==> src/rtl/lr35902_dma_pkg.sv <==
// Shared constants and types for the LR35902 OAM DMA engine and its I/O decode.
// Latency: n/a (declarations only).
// Backpressure: n/a.
package lr35902_dma_pkg;

  // Bytes copied per OAM DMA transfer (FE00..FE9F).
  localparam int DMA_OAM_BYTES = 160;

  // Low byte of the FF46 DMA source register; the I/O decoder uses the same constant.
  localparam logic [7:0] IO_DMA_OFS = 8'h46;

  // Base address of object attribute memory.
  localparam logic [15:0] OAM_BASE = 16'hFE00;

  typedef enum logic [1:0] {
    ST_IDLE  = 2'd0,
    ST_START = 2'd1,
    ST_XFER  = 2'd2
  } dma_state_t;

  // Full CPU-visible OAM address for a byte index.
  function automatic logic [15:0] oam_addr(input logic [7:0] idx);
    return OAM_BASE | {8'h00, idx};
  endfunction

endpackage

==> src/rtl/lr35902_dma_if.sv <==
// Bus bundle between the OAM DMA engine and the memory map / OAM / FF46 register port.
// Latency: n/a (wires only).
// Backpressure: none; the memory map answers reads combinationally and OAM always accepts writes.
//   master: DMA side. Drives dout_reg, adr_rd, rd, adr_wr, wr, dout, active.
//   slave : system side. Drives din_reg, write_reg (FF46 write), din (source read data).
interface lr35902_dma_if;
  logic [7:0]  din_reg;
  logic        write_reg;
  logic [7:0]  dout_reg;
  logic [15:0] adr_rd;
  logic        rd;
  logic [7:0]  din;
  logic [7:0]  adr_wr;
  logic        wr;
  logic [7:0]  dout;
  logic        active;

  modport master (
    input  din_reg, write_reg, din,
    output dout_reg, adr_rd, rd, adr_wr, wr, dout, active
  );

  modport slave (
    output din_reg, write_reg, din,
    input  dout_reg, adr_rd, rd, adr_wr, wr, dout, active
  );
endinterface

==> src/rtl/lr35902_dma_slot.sv <==
// M-cycle slot pacer: phase counter 0..CYCLES-1 with read/latch/write phase decodes.
// Latency: decodes come straight from the registered phase; clr takes effect at the next edge.
// Backpressure: none; counts every cycle while en is high, clr wins over en.
//   clr      : restart the slot at phase 0
//   en       : advance the phase
//   rd_phase : phases 0..CYCLES-2 (source read window)
//   latch_en : phase CYCLES-2 (last read cycle, capture data at its closing edge)
//   wr_phase : phase CYCLES-1 (write cycle)
//   slot_end : last phase of a running slot
module lr35902_dma_slot #(
  parameter int CYCLES = 4
) (
  input  logic clk,
  input  logic n_reset,
  input  logic clr,
  input  logic en,
  output logic rd_phase,
  output logic latch_en,
  output logic wr_phase,
  output logic slot_end
);

  localparam int PW = $clog2(CYCLES);
  localparam logic [PW-1:0] PH_LAST  = PW'(CYCLES - 1);
  localparam logic [PW-1:0] PH_LATCH = PW'(CYCLES - 2);

  logic [PW-1:0] phase_q;
  logic [PW-1:0] phase_d;

  always_comb begin
    phase_d = phase_q;
    if (clr) begin
      phase_d = '0;
    end else if (en) begin
      phase_d = (phase_q == PH_LAST) ? '0 : phase_q + PW'(1);
    end
  end

  always_ff @(posedge clk or negedge n_reset) begin
    if (!n_reset) begin
      phase_q <= '0;
    end else begin
      phase_q <= phase_d;
    end
  end

  assign rd_phase = (phase_q != PH_LAST);
  assign latch_en = (phase_q == PH_LATCH);
  assign wr_phase = (phase_q == PH_LAST);
  assign slot_end = en && (phase_q == PH_LAST);

endmodule

==> src/rtl/lr35902_dma.sv <==
// OAM DMA: FF46 source register plus the 160-byte copy {src,00}.. -> OAM, one byte per M-cycle.
// Latency: active 1 cycle after the FF46 write, first wr 2*CYCLES_PER_BYTE cycles after it.
// Backpressure: none; a new FF46 write restarts the copy at once and drops the byte in flight.
//   clk, n_reset : core clock, async active-low reset
//   bus (master) : FF46 write/readback, source read port, OAM write port, active flag
module lr35902_dma
  import lr35902_dma_pkg::*;
#(
  parameter int CYCLES_PER_BYTE = 4,
  parameter int OAM_BYTES       = DMA_OAM_BYTES
) (
  input  logic               clk,
  input  logic               n_reset,
  lr35902_dma_if.master      bus
);

  localparam logic [7:0] LAST_IDX = 8'(OAM_BYTES - 1);

  dma_state_t state_q, state_d;
  logic [7:0] src_q,   src_d;
  logic [7:0] idx_q,   idx_d;
  logic [7:0] latch_q, latch_d;

  logic rd_phase;
  logic latch_en;
  logic wr_phase;
  logic slot_end;

  // The setup slot in START uses the same pacer as the copy slots, so the
  // phase counter simply keeps running across the START->XFER boundary.
  lr35902_dma_slot #(
    .CYCLES (CYCLES_PER_BYTE)
  ) u_slot (
    .clk      (clk),
    .n_reset  (n_reset),
    .clr      (bus.write_reg),
    .en       (state_q != ST_IDLE),
    .rd_phase (rd_phase),
    .latch_en (latch_en),
    .wr_phase (wr_phase),
    .slot_end (slot_end)
  );

  always_comb begin
    state_d = state_q;
    src_d   = src_q;
    idx_d   = idx_q;
    latch_d = latch_q;
    if (bus.write_reg) begin
      // Restart from any state; slot advance in this cycle is ignored.
      src_d   = bus.din_reg;
      idx_d   = '0;
      state_d = ST_START;
    end else begin
      case (state_q)
        ST_START: begin
          if (slot_end) begin
            state_d = ST_XFER;
          end
        end
        ST_XFER: begin
          if (latch_en) begin
            latch_d = bus.din;
          end
          if (slot_end) begin
            if (idx_q == LAST_IDX) begin
              state_d = ST_IDLE;
              idx_d   = '0;
            end else begin
              idx_d = idx_q + 8'd1;
            end
          end
        end
        default: ;
      endcase
    end
  end

  always_ff @(posedge clk or negedge n_reset) begin
    if (!n_reset) begin
      state_q <= ST_IDLE;
      src_q   <= '0;
      idx_q   <= '0;
      latch_q <= '0;
    end else begin
      state_q <= state_d;
      src_q   <= src_d;
      idx_q   <= idx_d;
      latch_q <= latch_d;
    end
  end

  // Outputs are pure decodes of registered state: nothing from din or
  // write_reg reaches a port in the same cycle.
  assign bus.dout_reg = src_q;
  assign bus.active   = (state_q != ST_IDLE);
  assign bus.rd       = (state_q == ST_XFER) && rd_phase;
  assign bus.wr       = (state_q == ST_XFER) && wr_phase;
  assign bus.adr_rd   = {src_q, idx_q};
  assign bus.adr_wr   = idx_q;
  assign bus.dout     = latch_q;

endmodule
==> src/flat_wrapper.sv <==
// flat-port wrapper written by rule: the top's interface ports become plain ports
module lr35902_dma_flat import lr35902_dma_pkg::*;
#(
  parameter int CYCLES_PER_BYTE = 4,
  parameter int OAM_BYTES       = DMA_OAM_BYTES
)
  (clk, n_reset, bus_din_reg, bus_write_reg, bus_din, bus_dout_reg, bus_adr_rd, bus_rd, bus_adr_wr, bus_wr, bus_dout, bus_active);
  lr35902_dma_if bus_i ();
  input  logic clk;
  input  logic n_reset;
  input wire logic [$bits(bus_i.din_reg)-1:0] bus_din_reg;
  input wire logic [$bits(bus_i.write_reg)-1:0] bus_write_reg;
  input wire logic [$bits(bus_i.din)-1:0] bus_din;
  output wire logic [$bits(bus_i.dout_reg)-1:0] bus_dout_reg;
  output wire logic [$bits(bus_i.adr_rd)-1:0] bus_adr_rd;
  output wire logic [$bits(bus_i.rd)-1:0] bus_rd;
  output wire logic [$bits(bus_i.adr_wr)-1:0] bus_adr_wr;
  output wire logic [$bits(bus_i.wr)-1:0] bus_wr;
  output wire logic [$bits(bus_i.dout)-1:0] bus_dout;
  output wire logic [$bits(bus_i.active)-1:0] bus_active;
  assign bus_i.din_reg = bus_din_reg;
  assign bus_i.write_reg = bus_write_reg;
  assign bus_i.din = bus_din;
  assign bus_dout_reg = bus_i.dout_reg;
  assign bus_adr_rd = bus_i.adr_rd;
  assign bus_rd = bus_i.rd;
  assign bus_adr_wr = bus_i.adr_wr;
  assign bus_wr = bus_i.wr;
  assign bus_dout = bus_i.dout;
  assign bus_active = bus_i.active;
  lr35902_dma #(.CYCLES_PER_BYTE(CYCLES_PER_BYTE), .OAM_BYTES(OAM_BYTES)) u_core (.clk(clk), .n_reset(n_reset), .bus(bus_i));
endmodule
==> config.mk <==
export PLATFORM = sky130hd
export DESIGN_NAME = lr35902_dma_flat
export DESIGN_NICKNAME = d
export VERILOG_FILES = /design/src/rtl/lr35902_dma_pkg.sv /design/src/rtl/lr35902_dma_if.sv /design/src/rtl/lr35902_dma_slot.sv /design/src/rtl/lr35902_dma.sv /design/src/flat_wrapper.sv
export SDC_FILE = /design/constraint.sdc
export NUM_CORES = 1
export LEC_CHECK = 0
export CAP_MARGIN = 20
export CORE_UTILIZATION = 41
export CTS_CLUSTER_SIZE = 20
export DETAILED_ROUTE_END_ITERATION = 8
export HOLD_SLACK_MARGIN = 0.08
export PLACE_DENSITY_LB_ADDON = 0.05
export SLEW_MARGIN = 20
export SYNTH_ARGS = -nofsm -noshare
export SYNTH_HDL_FRONTEND = slang
export SYNTH_SLANG_ARGS = --single-unit
==> constraint.sdc <==
create_clock -name clk -period 2.09 [get_ports clk]
set_input_delay 0.418 -clock clk [delete_from_list [all_inputs] [get_ports clk]]
set_output_delay 0.418 -clock clk [all_outputs]
set_load 0.02 [all_outputs]
==> results.tsv <==
stage	metric	value	unit
outcome	status	finished clean	
setup_path	cp_max_fo	5	
placement	pre_cts_slack	0.151	ns
floorplan	io_pins	62	
setup_path	crit_buf_inv	1	
sta	period_needed	1.98	ns
final_layout	drive_above_1_share	16.6	%
routing	wl	2.69	mm
synth	synth_top_family_by_area	multiplexers	
final_layout	n_antenna_cell	0	
global_route	grt_pass1_wl	4.33	mm
global_route	antenna_found_initial	0	
clocking	cts-root-buf	clkbuf_4	
placement	gp_congestion	0.774	
synth	synthCells	115	
clocking	cts_tree	yes	
floorplan	initial_core_util	43.9	%
setup_path	cp.required	1.67	ns
setup_path	r2r_slack	0.32	ns
floorplan	dieHeight	59.4	um
setup_path	critical-path-max-stage-delay	0.44	ns
sta	fin_crit_sh	94.8	%
clocking	cts-buffers-inserted	3	
synth	yosys_warnings	0	
global_route	grt_start_max_net_pins	29	
synth	synth_mux_area_share	13.3	%
power	cellPowerDensity	577	mW/mm^2
final_layout	area_growth	43.0	%
final_layout	multi_input_area	504	sq um
worst_hold_path	min_path_type	primary input to async pin	
setup_path	slowest_stage	dfrtp_1	
synth	syn_avg_cell_area	11.7	sq um
sta	max_freq	505	MHz
synth	synth-adder-area-share	2.78	%
final_layout	nNetsFinal	187	
routing	antenna_left	0	
sta	final_max_slew_viol_count	0	
floorplan	rows	20	
placement	port_buffers	61	
final_layout	final_common_cell	clkdlybuf4s50_1	
power	leakage	0.839	nW
synth	synth_area_leaders	dfrtp_1 52%, mux2_2 13%, buf_4 8.9%	
synth	synthSimpleGateAreaFrac	12.4	%
routing	drtIter0Drc	18	
global_route	grt_pass1_vias	983	
sta	whs	0.452	ns
final_layout	fin_cells	207	
sta	rsz0062_at_grt	false	
clocking	cts_setup_buffers	0	
routing	wl_per_cell	13.0	um
floorplan	core_area	0.00308	sq mm
synth	synth-xor-area-share	3.24	%
setup_path	crit_path_start_kind	flip-flop	
setup_path	end_kind	output port	
routing	num_vias	995	
synth	synth_compound_area_share	5.38	%
synth	seq_area_frac_synth	51.9	%
final_layout	fill_cells	287	
clocking	clockBufferDepth	2	
synth	synth_largest_area_cell	dfrtp_1	
sta	layout_setup_ws	0.110	ns
clocking	htreeDepth	1	
synth	syn-num-nets	137	
routing	dr.pass1.iters	3	
final_layout	largest_reg_flops	16	
setup_path	crit_type	flip-flop to output port	
setup_path	crit_arrival	1.56	ns
synth	synth_cell_type_count	28	
clocking	clock_sinks	28	
sta	tightest_slew	0.360	ns
synth	synth.top_cell.area_share	51.9	%
job	max-cap-violations	0	
placement	placed_cell_area	0.00191	sq mm
global_route	grtUsageTotal	16.5	%
sta	fin_tns_setup	0	ns
power	vdd_drop_max	0.000302	V
final_layout	seq_area	701	sq um
clocking	insertion_delay	0.32	ns
final_layout	mostFrequentLayoutCells	58 x clkdlybuf4s50_1, 28 x dfrtp_1, 16 x mux2_2	
clocking	clkSlewWorstSetupHoldPaths	0.15	ns
synth	ys_ff_latch	28	
routing	via_per_inst	4.81	
floorplan	dieArea	0.00353	sq mm
sta	setup_violations	0	
final_layout	fin_area	0.00193	sq mm
synth	synthesis.area	0.00135	sq mm
sta	relSlewSlack	75.8	%
placement	placed_cells	204	
sta	skew	0.0147	ns
global_route	grt_overflow	0	
routing	drcViolationCount	0	
setup_path	worstPathCellList	ha_2 > nor3b_1 > dlygate4sd2_1	
sta	hold_viol	0	
setup_path	cpLargestDelayFamily	flip-flops	
floorplan	chipWidth	59.4	um
placement	dp_hpwl	1.97	mm
what timing repair did:
item                                    4_1_cts  5_1_grt
hold buffers                                  0        0
endpoints found under the setup margin        3        0
resized for setup                             4        0
layout make-up:
cell class / count / area share, %
clock buffer: 3 / 1.17
inverter: 3 / 0.583
sequential: 28 / 36.3
timing repair buffer: 65 / 33.0
tap: 44 / 2.85
multi-input combinational: 64 / 26.1
routing by layer:
layer	share of wire, %	global-route usage [%]	up-vias
met1	42	19.2	483
met4	0.63	7.14	0
met3	5.4	2.40	2
met5	0	0	-
li1	-	-	480
met2	52	29.9	30
kinds of logic after synthesis:
logic type / after synthesis
buffers and inverters: 23
AND/OR/NAND/NOR: 29
flip-flops: 28
adder cells (fa/ha/maj): 3
AO/OA/AOI/OAI: 11
XOR/XNOR: 5
multiplexers: 16
power by group:
part           switching [mW]  total [mW]  internal (mW)
sequential             0.0374       0.619          0.582
clock                   0.149       0.216         0.0675
combinational           0.125       0.279          0.154
through the flow:
step	power (mW)	utilization (%)
final	1.11	62.7
after detailed placement	0.915	62.0
after floorplan	0.783	-
after global routing	1.17	62.7
after CTS	1.13	62.7
after global placement	0.904	62.0
worst paths after layout:
check / startpoint / endpoint / depth (start not counted)
worst max register to register: u_core.u_slot.phase_q[0] / u_core.bus.adr_wr[5] / 5
worst min-delay path: n_reset / u_core.bus.dout[0] / 2
max in group asynchronous: n_reset / u_core.state_q[0] / 2
min in group clk: u_core.bus.dout[3] / u_core.bus.dout[3] / 1
worst min register to register: u_core.bus.dout[3] / u_core.bus.dout[3] / 1
worst max-delay path: u_core.u_slot.phase_q[0] / bus_rd / 3
Yosys cell counts (all sizes together):
| cell | number |
|---|---|
| inv | 3 |
| nand3b | 1 |
| and3 | 1 |
| xor2 | 3 |
| nor4bb | 1 |
| a21o | 1 |
| or3 | 2 |
| nor4 | 2 |
| o211ai | 1 |
| mux2 | 16 |
| or4 | 1 |
| ha | 3 |
| nor3b | 1 |
| clkbuf | 3 |
| xnor2 | 2 |
| or2b | 1 |
| nor2 | 8 |
| nand4 | 3 |
| nand3 | 2 |
| dfrtp | 28 |
| a21oi | 6 |
| buf | 17 |
| or2 | 1 |
| a311oi | 1 |
| nand2 | 5 |
| a211oi | 2 |
No activity file was read; power rests on OpenSTA's default activity.
==> variant 1, RTL diff (same settings) <==
Reset style: synchronous (`n_reset`), changed in 2 clocked blocks. Comments in the files are not updated.
--- a/src/rtl/lr35902_dma_slot.sv
+++ b/src/rtl/lr35902_dma_slot.sv
@@ -38,3 +38,3 @@
 
-  always_ff @(posedge clk or negedge n_reset) begin
+  always_ff @(posedge clk) begin
     if (!n_reset) begin
--- a/src/rtl/lr35902_dma.sv
+++ b/src/rtl/lr35902_dma.sv
@@ -78,3 +78,3 @@
 
-  always_ff @(posedge clk or negedge n_reset) begin
+  always_ff @(posedge clk) begin
     if (!n_reset) begin
Formal check against the unedited RTL: differs if n_reset is asserted again (counterexample within 4 cycles, from zero or initial values and one cycle with n_reset low); with n_reset held inactive, the same outputs for 10 cycles.
==> variant 1 against the unedited design <==
- wire length grew 3.0%
- clock power up 23%
- synthesized area fell by 1.9%
- worst setup slack improved by 0.012 ns
- via count grew 9.1%
- sequential cell count unchanged
- total power decreased by 13%
- largest cell class is now non-clock buffers
- utilization is 0.31 points higher
- global-route usage grew 0.61 points
- cell area shrank 0.32%
- critical endpoint is now bus_wr
==> variant 1: results (changes against the unedited design) <==
Outcome
  – Outcome: completed

Global routing
  – GRT Total Usage: 17.1% (+0.61 points)
  – GRT met3 Usage: 3.52% (+1.1 points)
  – Initial antenna violation count: 0 (unchanged)
  – GR Util met1: 21.1% (+1.9 points)
  – GR Util met2: 27.8% (-2.1 points)
  – First-pass GRT wire length: 4580 um (+5.9%)
  – Vias in the first global route: 1076 (+9.5%)
  – Pin count of the biggest net entering global routing: 17 (-41%)

Yosys
  – Syn_nets: 157 (+15%)
  – Sequential area share after synthesis: 42.3% (-9.6 points)
  – Synth top area cells: dfxtp_1, mux2i_1, buf_4
  – Top cells by count, synth: dfxtp_1, mux2i_1, nor2b_1
  – Post-synthesis async set-or-reset flop share: 0% (-100 points)
  – Synthesized instance count: 135 (+17%)
  – Warnings, synthesis: 0 (unchanged)
  – Netlist cell types: 32 (+14%)
  – Ys flop type: dfxtp_1

Clock network
  – Total CTS buffers: 3 (unchanged)
  – Clk slew on worst S/H paths: 0.16 ns
  – Clock Tree Buf Depth: 2 (unchanged)
  – CTS root buf: clkbuf_4
  – CTS H-Tree Depth: 1 (unchanged)
  – Latest clock arrival within the worst-skew pair: 0.33 ns
  – Post-CTS Setup Inserts: 0 (unchanged)

Critical path
  – Critical Path Start: u_core.u_slot.phase_q[0]
  – Crit path largest cell delay: 0.41 ns (-0.03 ns)
  – Worst path slowest cell: dfxtp_1
  – Worst EP arrival: 1.55 ns
  – Critical path peak fanout: 7 (+2)

Layout
  – Total inserted antenna cells: 0 (unchanged)
  – Max reg flops: 16 (unchanged)
  – FILL cells: 294 (+2.4%)
  – Final Non-Filler Cells: 228 (+10%)
  – Fraction of layout instances using a drive strength above 1: 8.70% (-7.9 points)
  – Final Net Count: 207 (+11%)

Drt
  – DR WL/cell: 12.2 um (-6.4%)
  – TritonRoute pass-1 iters: 4 (+1)
  – 1st-iter DRT viols: 22 (+4)
  – Vias per Instance: 4.76 (-0.91%)

Min path
  – HP Start: u_core.bus.dout[2]
  – HP Class: register to register

Power
  – Pleak: 0.692 nW (-17%)
  – Sw Pwr: 0.229 mW (-27%)
  – Max VDD drop: 335 uV (+11%)

Run
  – Maximum capacitance violations: 0 (unchanged)

Timing
  – Clock skew: 0.0142 ns (-0.000431 ns)
  – Max_slew headroom: 64.5% (-11 points)

Placement
  – Buffers on Ports: 61 (unchanged)
  – Routability congestion estimate: 0.857 (+11%)
  – Detailed placement HPWL: 2030 um (+3.0%)
  – Post-placement cell count: 224 (+9.8%)
variant 1: routing by layer:
layer	vias up	share of wire [%]
met2	38	48
li1	543	-
met1	503	44
met5	-	0
met4	0	0.68
met3	2	6.8
variant 1: power groups by stage:
stage / Clock, mW / Sequential (mW) / Combinational (mW)
floorplan: 0 / 0.578 / 0.0645
global placement: 0 / 0.568 / 0.142
detailed placement: 0 / 0.569 / 0.145
CTS: 0.278 / 0.557 / 0.144
global route: 0.296 / 0.560 / 0.153
finish: 0.265 / 0.557 / 0.143
variant 1: final timing paths:
path | end | slack, ns | cells after the start
worst max-delay path | bus_wr | 0.12 | 4
worst max register to register | u_core.bus.adr_wr[3] | 0.39 | 5
worst min-delay path | u_core.bus.dout[2] | 0.53 | 2
worst min register to register | u_core.bus.dout[2] | 0.53 | 2
variant 1: logic make-up (layout without fill, tap and decap cells):
family                     after synthesis  after routing  synth area share [%]
xor gates and xnor gates                 2              2                  1.32
and+or+nand+nor                         43             43                  20.2
AOI/OAI and AO/OA                       17             17                  8.60
buffers and inverters                   25             74                  11.8
muxes                                   17             17                  12.9
DFF                                     28             28                  42.3
adders and majority gates                3              3                  2.84
variant 1: critical path: cells and delay by family (launching register included):
family	cells	cell delay [ns]
buffers and inverters	2	0.44
DFF	1	0.41
adders and majority gates	1	0.27
and+or+nand+nor	1	0.10
variant 1: layout make-up:
class                           instances  area share, %
Timing Repair Buffer                   65           33.2
Multi-Input combinational cell         82           32.0
Sequential cell                        28           29.1
Tap cell                               44           2.86
Clock buffer                            4           1.89
Inverter                                5          0.975
variant 1: stage by stage:
stage	setup WS [ns]	cell area [um2]	total power, mW
3_3_place_gp	0.218	1890	0.710
6_report	0.122	1920	0.965
3_5_place_dp	0.152	1890	0.713
5_1_grt	0.0185	1920	1.01
2_1_floorplan	0.547	1320	0.642
4_1_cts	0.0850	1920	0.979
variant 1: timing repair:
item / 4_1_cts / 5_1_grt
endpoints found under the hold margin: 0 / 0
pin swaps: 0 / 0
setup endpoints to repair: 3 / 1
resized for setup: 4 / 1
==> variant 2, RTL diff (config.mk and constraints unchanged) <==
Without the edit above. `CYCLES_PER_BYTE` is set to 4 in 2 places; all go to 8.
--- a/src/rtl/lr35902_dma.sv
+++ b/src/rtl/lr35902_dma.sv
@@ -8,3 +8,3 @@
 #(
-  parameter int CYCLES_PER_BYTE = 4,
+  parameter int CYCLES_PER_BYTE = 8,
   parameter int OAM_BYTES       = DMA_OAM_BYTES
--- a/src/flat_wrapper.sv
+++ b/src/flat_wrapper.sv
@@ -3,3 +3,3 @@
 #(
-  parameter int CYCLES_PER_BYTE = 4,
+  parameter int CYCLES_PER_BYTE = 8,
   parameter int OAM_BYTES       = DMA_OAM_BYTES
Formal check against the unedited RTL: not equivalent (Yosys sat finds a counterexample within 10 cycles, from zero or initial values and one cycle with n_reset low).
==> variant 2 against the unedited design <==
- total power is 2.0% higher
- sequential share of layout area is 1.4 points lower
- wire length up 8.7%
- maximum frequency increased by 1.1%
- worst setup slack better by 0.022 ns
- combinational power down 28%
- synthesized area rose by 5.6%
- die area up 5.4%
- count of clock-buffer cells in the layout is 4 higher
- via count increased by 13%
- worst hold slack better by 0.026 ns
- cell area up 7.7%
- sequential cell count grew 1
- critical path type unchanged
- largest cell class unchanged
==> variant 2: results (changes against the unedited design) <==
Outcome
  – Outcome: completed

Yosys
  – Post-synthesis async set-or-reset flop share: 100% (unchanged)
  – Top cells by count, synth: dfrtp_1, buf_4, nor2_1
  – Mux share of post-synthesis cell area: 14.1% (+0.79 points)
  – Synth Area in Compound Gates: 7.46% (+2.1 points)
  – Netlist cell types: 29 (+3.6%)
  – Sequential area share after synthesis: 50.9% (-0.98 points)
  – Post-synthesis xor/xnor area fraction: 1.84% (-1.4 points)
  – Synth top area cells: dfrtp_1, buf_4, mux2_1
  – Syn_nets: 145 (+5.8%)
  – Adder-cell area share of the yosys netlist: 3.51% (+0.73 points)

Critical path
  – Crit path largest cell delay: 0.39 ns (-0.05 ns)
  – Reg2reg setup slack: 0.37 ns (+0.05 ns)
  – Worst EP arrival: 1.54 ns (-0.02 ns)
  – Worst path slowest cell: dfrtp_1
  – Critical path peak fanout: 5 (unchanged)

Clock network
  – Clock Tree Buf Depth: 2 (unchanged)
  – Total CTS buffers: 5 (+2)
  – CTS H-Tree Depth: 2 (+1)
  – Clk slew on worst S/H paths: 0.09 ns (-0.06 ns)
  – CTS root buf: clkbuf_4

Run
  – Maximum capacitance violations: 0 (unchanged)

Drt
  – DR WL/cell: 12.9 um (-0.85%)
  – Vias per Instance: 4.93 (+2.6%)
  – M1 WL: 1280 um (+13%)
  – 1st-iter DRT viols: 41 (+23)
  – DR WL met3: 183 um (+26%)
  – TritonRoute pass-1 iters: 4 (+1)
  – Met2 wire len: 1420 um (+2.3%)

Timing
  – Tmin final: 1.96 ns (-0.0223 ns)
  – Slew of the pin with the lowest slew margin: 0.360 ns (+0.0000585 ns)
  – Hold WS: 0.478 ns (+0.0262 ns)
  – Clock skew: 0.00724 ns (-0.00744 ns)

Placement
  – Detailed placement HPWL: 2170 um (+10%)
  – DP Worst Slack: 0.0543 ns (-0.0965 ns)
  – Routability congestion estimate: 0.786 (+1.5%)

Layout
  – Final Net Count: 204 (+9.1%)
  – Fraction of layout instances using a drive strength above 1: 16.6% (about the same)
  – Total inserted antenna cells: 0 (unchanged)
  – FILL cells: 296 (+3.1%)

Power
  – Pleak: 0.948 nW (+13%)
  – Max VDD drop: 473 uV (+57%)

Global routing
  – First-pass GRT wire length: 4570 um (+5.7%)
  – Pin count of the biggest net entering global routing: 30 (+3.4%)
  – Vias in the first global route: 1039 (+5.7%)
  – GRT Total Usage: 17.2% (+0.66 points)

Min path
  – HP Class: input pin to async pin
==> variant 2: final cells by class <==
class	count	area [um2]	share of cell area [%]
tap	46	57.6	2.77
clock buffer	7	55.1	2.65
sequential	29	726	34.9
multi-input combinational	71	556	26.7
timing repair buffer	70	671	32.3
inverter	4	15.0	0.722
==> variant 2: final timing paths <==
kind                                                from                     end  cells past startpoint
worst max-delay path            u_core.u_slot.phase_q[0]                  bus_wr                      6
worst min-delay path                             n_reset      u_core.bus.dout[2]                      2
worst max register to register  u_core.u_slot.phase_q[1]    u_core.bus.adr_wr[7]                      8
worst min register to register        u_core.bus.dout[5]      u_core.bus.dout[5]                      1
max in group asynchronous                        n_reset  u_core.bus.dout_reg[7]                      2
min in group clk                      u_core.bus.dout[5]      u_core.bus.dout[5]                      1
==> variant 2: layer usage <==
layer  vias up  track usage [%]
li1        526                -
met1       549             21.2
met2        40             28.1
met3         5             4.05
met4         0             8.77
met5         -                0
==> variant 2: stage by stage <==
step | total power [mW] | cell area, um2 | instances
2_1_floorplan | 0.708 | 1430 | 122
3_3_place_gp | 0.804 | 2020 | 219
3_5_place_dp | 0.809 | 2020 | 219
4_1_cts | 1.15 | 2090 | 227
5_1_grt | 1.19 | 2080 | 227
6_report | 1.14 | 2080 | 227
==> variant 2: what timing repair did <==
| action | in CTS | in global routing |
|---|---|---|
| setup buffers | 1 | 0 |
| setup endpoints to repair | 2 | 3 |
| gates resized for setup | 7 | 3 |
==> variant 2: report_power, final <==
| part | internal (mW) | leakage, nW | switching, mW |
|---|---|---|---|
| registers | 0.582 | 0.379 | 0.0154 |
| logic | 0.113 | 0.537 | 0.0893 |
| clock network | 0.159 | 0.0314 | 0.179 |
==> variant 2: cells by family after synthesis <==
kind of cell             count (synthesis)
AO/OA/AOI/OAI                           15
XOR/XNOR                                 3
adder cells (fa/ha/maj)                  4
buffers and inverters                   22
AND/OR/NAND/NOR                         31
multiplexers                            18
flip-flops                              29
==> variant 2: critical path: cells and delay by family (launching register included) <==
| family | cells | cell delay [ns] |
|---|---|---|
| fa+ha+maj | 2 | 0.42 |
| buf+inv | 3 | 0.35 |
| simple gates | 1 | 0.08 |
| flops | 1 | 0.39 |
